`config.mk`:
```
export PLATFORM = sky130hd
export DESIGN_NAME = dual_mult_pipeline
export DESIGN_NICKNAME = d
export VERILOG_FILES = /design/src/rtl/dual_mult_pipeline_pkg.sv /design/src/rtl/dual_mult_pipeline_pipe_mult.sv /design/src/rtl/dual_mult_pipeline.sv
export SDC_FILE = /design/constraint.sdc
export NUM_CORES = 2
export LEC_CHECK = 0
export ABC_AREA = 1
export CAP_MARGIN = 10
export CORE_MARGIN = 3
export CORE_UTILIZATION = 60
export DETAILED_ROUTE_END_ITERATION = 6
export HOLD_SLACK_MARGIN = 0.12
export PLACE_DENSITY = 0.83
export SETUP_SLACK_MARGIN = 0.5
export SYNTH_ARGS = -nofsm -noshare
export SYNTH_HDL_FRONTEND = slang
export SYNTH_SLANG_ARGS = --single-unit
```
`constraint.sdc`:
```
create_clock -name clk -period 20.4 [get_ports clk]
set_clock_uncertainty 0.2 [all_clocks]
set_input_delay 3.06 -clock clk [delete_from_list [all_inputs] [get_ports clk]]
set_output_delay 3.06 -clock clk [all_outputs]
set_load 0.01 [all_outputs]
```
`src/rtl/dual_mult_pipeline_pkg.sv`:
```
// Shared constants and types for the dual multiply pipeline.
package dual_mult_pipeline_pkg;

   // Operand and result width.
   localparam int WIDTH = 32;

   // Cycles from operand sample to registered product.
   localparam int MUL_LAT = 2;

   // Offset of the second multiply's operand sample relative to the trigger.
   localparam int SECOND_OFS = 2;

   // Event shift length: covers G .. G+SECOND_OFS+MUL_LAT.
   localparam int EV_LEN = SECOND_OFS + MUL_LAT + 1;

   // Number of multiplier lanes.
   localparam int N_MULT = 2;

   typedef logic [WIDTH-1:0] word_t;

   // Low WIDTH bits of the product; signed and unsigned agree here.
   function automatic word_t mul_lo(input word_t a, input word_t b);
      word_t p;
      p = a * b;
      return p;
   endfunction

endpackage

```
`src/rtl/dual_mult_pipeline_pipe_mult.sv`:
```
// Two-stage registered multiplier with a valid token travelling alongside.
// Stage 1 captures operands only when valid_in is high, so operand X values
// outside the valid window never enter the datapath. Stage 2 loads the
// product only when stage 1 holds a token, so product holds its last value.
module pipe_mult
   import dual_mult_pipeline_pkg::*;
(
   input  logic             clk,
   input  logic             reset,
   input  logic             valid_in,
   input  logic [WIDTH-1:0] a,
   input  logic [WIDTH-1:0] b,
   output logic             valid_out,
   output logic [WIDTH-1:0] product
);

   word_t a_reg;
   word_t b_reg;
   logic  s1_valid_reg;
   word_t product_reg;
   logic  s2_valid_reg;

   // Stage 1: gated operand capture.
   always_ff @(posedge clk) begin
      if (reset) begin
         a_reg        <= '0;
         b_reg        <= '0;
         s1_valid_reg <= 1'b0;
      end else begin
         s1_valid_reg <= valid_in;
         if (valid_in) begin
            a_reg <= a;
            b_reg <= b;
         end
      end
   end

   // Stage 2: multiply and register the result, holding when idle.
   always_ff @(posedge clk) begin
      if (reset) begin
         product_reg  <= '0;
         s2_valid_reg <= 1'b0;
      end else begin
         s2_valid_reg <= s1_valid_reg;
         if (s1_valid_reg) begin
            product_reg <= mul_lo(a_reg, b_reg);
         end
      end
   end

   assign valid_out = s2_valid_reg;
   assign product   = product_reg;

endmodule

```
`src/rtl/dual_mult_pipeline.sv`:
```
// Trigger-scheduled pair of multiplies. A go_T pulse in cycle G launches
// out0 = l0*r0 (operands sampled at G, result visible from G+2) and
// out1 = l1*r1 (operands sampled at G+2, result visible from G+4).
// Each lane has its own multiplier, so a trigger every cycle is accepted.
module dual_mult_pipeline
   import dual_mult_pipeline_pkg::*;
(
   input  logic             clk,
   input  logic             reset,
   input  logic             go_T,
   input  logic [WIDTH-1:0] l0,
   input  logic [WIDTH-1:0] r0,
   input  logic [WIDTH-1:0] l1,
   input  logic [WIDTH-1:0] r1,
   output logic [WIDTH-1:0] out0,
   output logic [WIDTH-1:0] out1
);

   // ev[k] is high in cycle G+k; ev[0] is the live trigger.
   logic [EV_LEN-1:0] ev;
   logic [EV_LEN-1:1] ev_reg;

   // Per-lane operand, valid and product wiring.
   word_t               op_a   [N_MULT];
   word_t               op_b   [N_MULT];
   word_t               prod   [N_MULT];
   logic  [N_MULT-1:0]  lane_vin;
   logic  [N_MULT-1:0]  lane_vout;

   assign ev[0]        = go_T;
   assign ev[EV_LEN-1:1] = ev_reg;

   // Event shift register; reset drops every in-flight trigger.
   always_ff @(posedge clk) begin
      if (reset) begin
         ev_reg <= '0;
      end else begin
         ev_reg <= ev[EV_LEN-2:0];
      end
   end

   // Lane 0 samples at G, lane 1 samples at G+SECOND_OFS.
   assign lane_vin[0] = ev[0];
   assign lane_vin[1] = ev[SECOND_OFS];
   assign op_a[0]     = l0;
   assign op_b[0]     = r0;
   assign op_a[1]     = l1;
   assign op_b[1]     = r1;

   generate
      for (genvar gi = 0; gi < N_MULT; gi++) begin : g_lane
         pipe_mult u_mult (
            .clk       (clk),
            .reset     (reset),
            .valid_in  (lane_vin[gi]),
            .a         (op_a[gi]),
            .b         (op_b[gi]),
            .valid_out (lane_vout[gi]),
            .product   (prod[gi])
         );
      end
   endgenerate

   // The lane product registers load only on a valid token, so they double
   // as the output hold registers: each output keeps its last result.
   assign out0 = prod[0];
   assign out1 = prod[1];

   // Lane tokens must line up with the event tracker's result cycles.
   always_ff @(posedge clk) begin
      if (!reset) begin
         assert (lane_vout[0] == ev[MUL_LAT]);
         assert (lane_vout[1] == ev[SECOND_OFS + MUL_LAT]);
      end
   end

endmodule

```
After elaboration in Yosys (flattened, before gate mapping)

Index checks and enable logic that the tools add are counted.

Multiply operators: 2

Operators with widths:

| operator         | count |
|---|---|
| $mul A32 B32 Y32 | 2 |

Register bits after elaboration: 196
Bits of input ports: 131
Output and inout port bits: 64
Word-level logic and storage cells: 11

Longest topological paths before layout

Word-level depth: 1
Gate-level depth with buffers: 34
Mapped depth without buffers: 33

Hierarchy

A second synthesis with hierarchy kept.

Cells, all modules: 5542
Area, all modules: 40926.8 µm²

By module, submodules not included:

| module                        | instances | cells an instance | area an instance (µm²) | sequential area each (µm²) |
|---|---|---|---|---|
| pipe_mult at g_lane[0].u_mult | 1         | 2783              | 20549.7                | 1961.9 |
| pipe_mult at g_lane[1].u_mult | 1         | 2753              | 20322.0                | 1961.9 |
| dual_mult_pipeline            | 1         | 6                 | 55.1                   | 40.0 |

Least setup slack after synthesis

OpenSTA, ideal clock, no wires.

Path kind: reg-to-reg
Start: register g_lane[1].u_mult.a_reg[13]
End: register g_lane[1].u_mult.product_reg[26]
Library setup time: 0.113 ns
Arrival time: 6.509 ns
Data required time: 20.087 ns
Setup slack: 13.577 ns
Stages on the path, launching flop included: 26
Buffers on the path: 2
Period minus slack after synthesis: 6.823 ns
Cell sequence: dfxtp_1 clkbuf_1 clkbuf_1 nand2_1 fa_1 fa_1 fa_1 fa_1 fa_1 inv_1 fa_1 inv_1 fa_1 fa_1 inv_1 ha_1 nand2_1 nor2_1 nor3b_1 nand4_1 nand3_1 a21o_1 a21oi_2 xnor2_1 o21ai_1 inv_1

Cells in the longest elaborated chain, start to end: 1

RTL lines:

| what                   | line                               | text |
|---|---|---|
| start, declared        | dual_mult_pipeline_pipe_mult.sv:17 | `word_t a_reg;` |
| start signal, assigned | dual_mult_pipeline_pipe_mult.sv:26 | `a_reg <= '0;` |
| start signal, assigned | dual_mult_pipeline_pipe_mult.sv:32 | `a_reg <= a;` |
| $mul A32 B32 Y32       | dual_mult_pipeline_pkg.sv:24       | `p = a * b;` |
| end signal, assigned   | dual_mult_pipeline_pipe_mult.sv:46 | `product_reg <= mul_lo(a_reg, b_reg);` |
| end, declared          | dual_mult_pipeline_pipe_mult.sv:20 | `word_t product_reg;` |

Every way passes these cells.
A chain may end at the register's enable or synchronous reset.

Worst setup path in the final report

Start: register g_lane[1].u_mult.b_reg[5]
End: register g_lane[1].u_mult.product_reg[22]

Cells in the longest elaborated chain, start to end: 1

RTL lines:

| what                   | line                               | text |
|---|---|---|
| start, declared        | dual_mult_pipeline_pipe_mult.sv:18 | `word_t b_reg;` |
| start signal, assigned | dual_mult_pipeline_pipe_mult.sv:27 | `b_reg <= '0;` |
| start signal, assigned | dual_mult_pipeline_pipe_mult.sv:33 | `b_reg <= b;` |
| $mul A32 B32 Y32       | dual_mult_pipeline_pkg.sv:24       |  |

Every way passes these cells.

==> reports/results.md <==
### CTS
- 530 ps — latest clock arrival within the worst-skew pair
- 195 — CTS sink cnt
- 90 ps — Worst-path clk slew
- 0 — Post-CTS Hold Buffers
- sky130_fd_sc_hd__clkbuf_16 — clock root buffer
- done — clock tree from TritonCTS
- 0 — number of post-CTS setup repair buffers
- 2 — CTS Buffer Depth
- 17 — Inserted Clock Buffers
- 4 — CTS H-tree depth
- 0 — number of cells upsized or downsized after cts

### Critical path
- g_lane[1].u_mult.product[22]$_SDFFE_PP0P_ — Crit Reg-Reg Endpoint
- reg -> reg — critical path class
- register — crit end category
- g_lane[1].u_mult.b_reg[5]$_SDFFE_PP0P_ — startpoint of the lowest-slack register-to-register path
- 12560 ps — setup slack, reg-to-reg
- register — category of the worst setup path launch point
- 8080 ps — Worst Path Arrival
- 29 — Crit Path Max Fanout
- 20640 ps — data required time at the worst endpoint
- 20 — worst r2r path cells

### Worst hold path
- reg -> reg — type of the worst min-delay path
- g_lane[0].u_mult.product[0]$_SDFFE_PP0P_ — Worst Hold Path EP
- 2 — worst hold path cell count
- g_lane[0].u_mult.product[0]$_SDFFE_PP0P_ — start point of the worst hold path

### Power
- 25.3 nW — Leak Pwr
- 2.22 mW — Pwr Total
- 51.6 nW/um^2 — power density normalized to cell area
- 0.0000674 V — Max rail drop VDD

### STA
- 0 — final setup violation count
- 0 — total count of hold-check failures in the final report
- 0 — max-slew violation count
- 7840 ps — clock period minus final worst setup slack
- 288 ps — hold slack
- 0.128 GHz — Max Clock Freq
- no — RSZ-0062 raised after global routing
- 0.156 — relative slew slack
- 1260 ps — Slew @ Worst Pin
- 0 ps — summed negative setup slack over all endpoints
- 0.384 — portion of the clock cycle consumed by the worst path in the final layout

### Routing
- 33.0k — detailed-route via count
- 7 — number of iterations in the first detailed-routing pass
- 16.6 microns — average routed wire per standard cell
- 0 — detailed-route DRC error count
- 52000 microns — WL met2
- 0 — count of nets left with antenna violations after detail routing
- 2415 — violation count after the first detailed-routing iteration
- 39300 microns — Met1 Routed Length
- 104000 microns — Total Wirelength
- met4 — top routing layer used
- 8260 microns — routed wl met3
- 5.27 — vias per inst

### Floorplanning
- 0.608 — effective utilization at floorplan
- 66100 sq um — area of the core
- 94 — number of cell rows
- 195 — IO Count
- 265 microns — die outline height
- 70100 sq um — die footprint
- 265 microns — width of the die

### Final layout
- 5512 — fill count
- 0.0198 — ratio of cells with drive above 1 in the final layout
- 3910 sq um — Seq. cell area
- 29500 sq um — total area of multi-input combinational cells
- 7.07% — synthesis-to-finish area growth
- 0 — number of inserted diodes
- 6576 — total number of nets in the final design
- 6260 — post-route non-filler standard cell count

### Job
- 0 — Max Cap Violations

### Synthesis
- 46 — Cell variety after synth
- sky130_fd_sc_hd__fa_1 — cell taking the most area after synthesis
- 195 — #FFs+latches synth
- 0 — Yosys warning total
- 5406 — Post-Synthesis Cells
- sky130_fd_sc_hd__dfxtp_1 — Main synth FF type
- 0 — number of enable-type register cells in the synthesized netlist
- 0 — fraction of registers with async set or reset after synthesis
- 6599 — post-synthesis net count
- 0.407 — Yosys top cell area share
- sky130_fd_sc_hd__fa_1 41%, sky130_fd_sc_hd__inv_1 14%, sky130_fd_sc_hd__nand2_1 13%, sky130_fd_sc_hd__dfxtp_1 9.7%, sky130_fd_sc_hd__ha_1 7.7% — largest cells by area after synthesis
- 40200 sq um — summed instance area of the synthesized netlist
- 7.43 sq um — Synth Area per Inst
- 0.0972 — proportion of synthesized chip area in sequential cells

### Place
- 6228 — Cells after DPL
- 0.951 — RD Place Congestion
- 84400 microns — HPWL after detailed placement
- 194 — I/O Buffers

### Global route
- 0 — initial antenna violation count
- 82 — largest net degree at the start of global routing
- 35.4k — via count of the first global-routing pass
- 0.311 — total routing usage reported by global routing
- 176000 microns — global-route wire length before repair
- 0 — global route overflow

### Status
- finished clean — run status

[synth_stat cells (all sizes together), types with 6 or more instances]
master,instances
nand3,114
o211ai,15
o21bai,10
ha,246
a31oi,6
nand2,1384
xnor2,26
inv,1508
or2,6
a21o,9
fa,816
o21ai,210
dfxtp,195
nor3,11
nor2,405
xor2,34
a21oi,77
buf,82
nand4,13
nand3b,16
clkbuf,199
[per-stage QoR]
step                      setup WS (ps)  cell area (sq um)   util
after floorplan                   13580              40200      -
after global placement            12830              42400  0.642
after detailed placement          12660              42400  0.642
after CTS                         12570              43000  0.651
after global routing              12220              43000  0.651
final                             12560              43000  0.651
[layer usage]
metal  vias up  global-route usage
li1      15300                   -
met1     16000               0.381
met2      1439               0.543
met3       312              0.0565
met4         0               0.132
met5         -                   0
[logic make-up (layout without fill, tap and decap cells)]
group                      Yosys count  count (layout)  synth area share
and+or+nand+nor                   1958            1958             0.191
AOI/OAI and AO/OA                  340             340            0.0469
DFF                                195             195            0.0972
xor gates and xnor gates            60              60            0.0131
buffers and inverters             1791            1781             0.169
adders and majority gates         1062            1062             0.483
[critical path, cell delays in order (launching register included)]
cell and delay, ps:
sky130_fd_sc_hd__dfxtp_1 1170, sky130_fd_sc_hd__nand2_1 260, sky130_fd_sc_hd__fa_1 670, sky130_fd_sc_hd__fa_1 460
sky130_fd_sc_hd__fa_1 530, sky130_fd_sc_hd__fa_1 450, sky130_fd_sc_hd__fa_1 540, sky130_fd_sc_hd__inv_1 60
sky130_fd_sc_hd__fa_1 570, sky130_fd_sc_hd__inv_1 60, sky130_fd_sc_hd__fa_1 450, sky130_fd_sc_hd__fa_1 500
sky130_fd_sc_hd__inv_1 50, sky130_fd_sc_hd__ha_1 340, sky130_fd_sc_hd__nand2_1 130, sky130_fd_sc_hd__nor4_1 640
sky130_fd_sc_hd__nand3b_1 170, sky130_fd_sc_hd__a31o_2 280, sky130_fd_sc_hd__nand3_1 60, sky130_fd_sc_hd__o211ai_1 90
sky130_fd_sc_hd__inv_1 90
[worst max-delay path by stage]
stage                                                 start                                        end  slack [ps]
detailed placement   g_lane[1].u_mult.b_reg[5]$_SDFFE_PP0P_  g_lane[1].u_mult.product[22]$_SDFFE_PP0P_       12660
CTS                  g_lane[1].u_mult.b_reg[5]$_SDFFE_PP0P_  g_lane[1].u_mult.product[22]$_SDFFE_PP0P_       12570
global route         g_lane[1].u_mult.b_reg[5]$_SDFFE_PP0P_  g_lane[1].u_mult.product[22]$_SDFFE_PP0P_       12220
finish               g_lane[1].u_mult.b_reg[5]$_SDFFE_PP0P_  g_lane[1].u_mult.product[22]$_SDFFE_PP0P_       12560
global placement     g_lane[1].u_mult.b_reg[5]$_SDFFE_PP0P_  g_lane[1].u_mult.product[22]$_SDFFE_PP0P_       12830
floorplan           g_lane[1].u_mult.a_reg[13]$_SDFFE_PP0P_  g_lane[1].u_mult.product[26]$_SDFFE_PP0P_       13580
[report_power, final]
part           leakage (nW)  switching (mW)  internal [mW]
clock                 0.296           0.202          0.167
sequential             1.61          0.0623          0.410
combinational          23.4           0.849          0.528
[placed cells by master (no fill, tap or decap), types with 3 or more instances in the layout]
cell type                         netlist  layout
sky130_fd_sc_hd__a31oi_1                6       6
sky130_fd_sc_hd__nor4_1                 5       5
sky130_fd_sc_hd__nand2_1             1382    1382
sky130_fd_sc_hd__o221ai_1               3       3
sky130_fd_sc_hd__clkinv_4               0       4
sky130_fd_sc_hd__clkdlybuf4s50_1        0     192
sky130_fd_sc_hd__or2_2                  5       5
sky130_fd_sc_hd__nor3_1                11      11
sky130_fd_sc_hd__o21ai_0              202     202
sky130_fd_sc_hd__o211ai_1              15      15
sky130_fd_sc_hd__nand4_1               12      12
sky130_fd_sc_hd__inv_1               1506    1503
sky130_fd_sc_hd__inv_12                 0       3
sky130_fd_sc_hd__ha_1                 246     246
sky130_fd_sc_hd__dfxtp_1              195     193
sky130_fd_sc_hd__nor2_1               404     404
sky130_fd_sc_hd__a21oi_1               71      71
sky130_fd_sc_hd__a21oi_2                6       6
sky130_fd_sc_hd__buf_4                  4      45
sky130_fd_sc_hd__o21ai_1                6       6
sky130_fd_sc_hd__xor2_1                34      34
sky130_fd_sc_hd__fa_1                 816     816
sky130_fd_sc_hd__nand3b_1              16      16
sky130_fd_sc_hd__a31o_2                 3       3
sky130_fd_sc_hd__clkinv_8               0       4
sky130_fd_sc_hd__xnor2_1               26      26
sky130_fd_sc_hd__clkbuf_16              0      17
sky130_fd_sc_hd__inv_2                  2       4
sky130_fd_sc_hd__o21bai_1              10      10
sky130_fd_sc_hd__a21o_1                 9       9
sky130_fd_sc_hd__nand3_1              113     113
[final cells by class]
class                           count  share of cell area
Multi-Input combinational cell   3420               0.685
Inverter                         1510               0.132
Sequential cell                   195              0.0908
Timing Repair Buffer              239              0.0528
Tap cell                          864              0.0251
Clock buffer                       17             0.00989
Clock inverter                     15             0.00430
(Power assumes the default switching activity.)
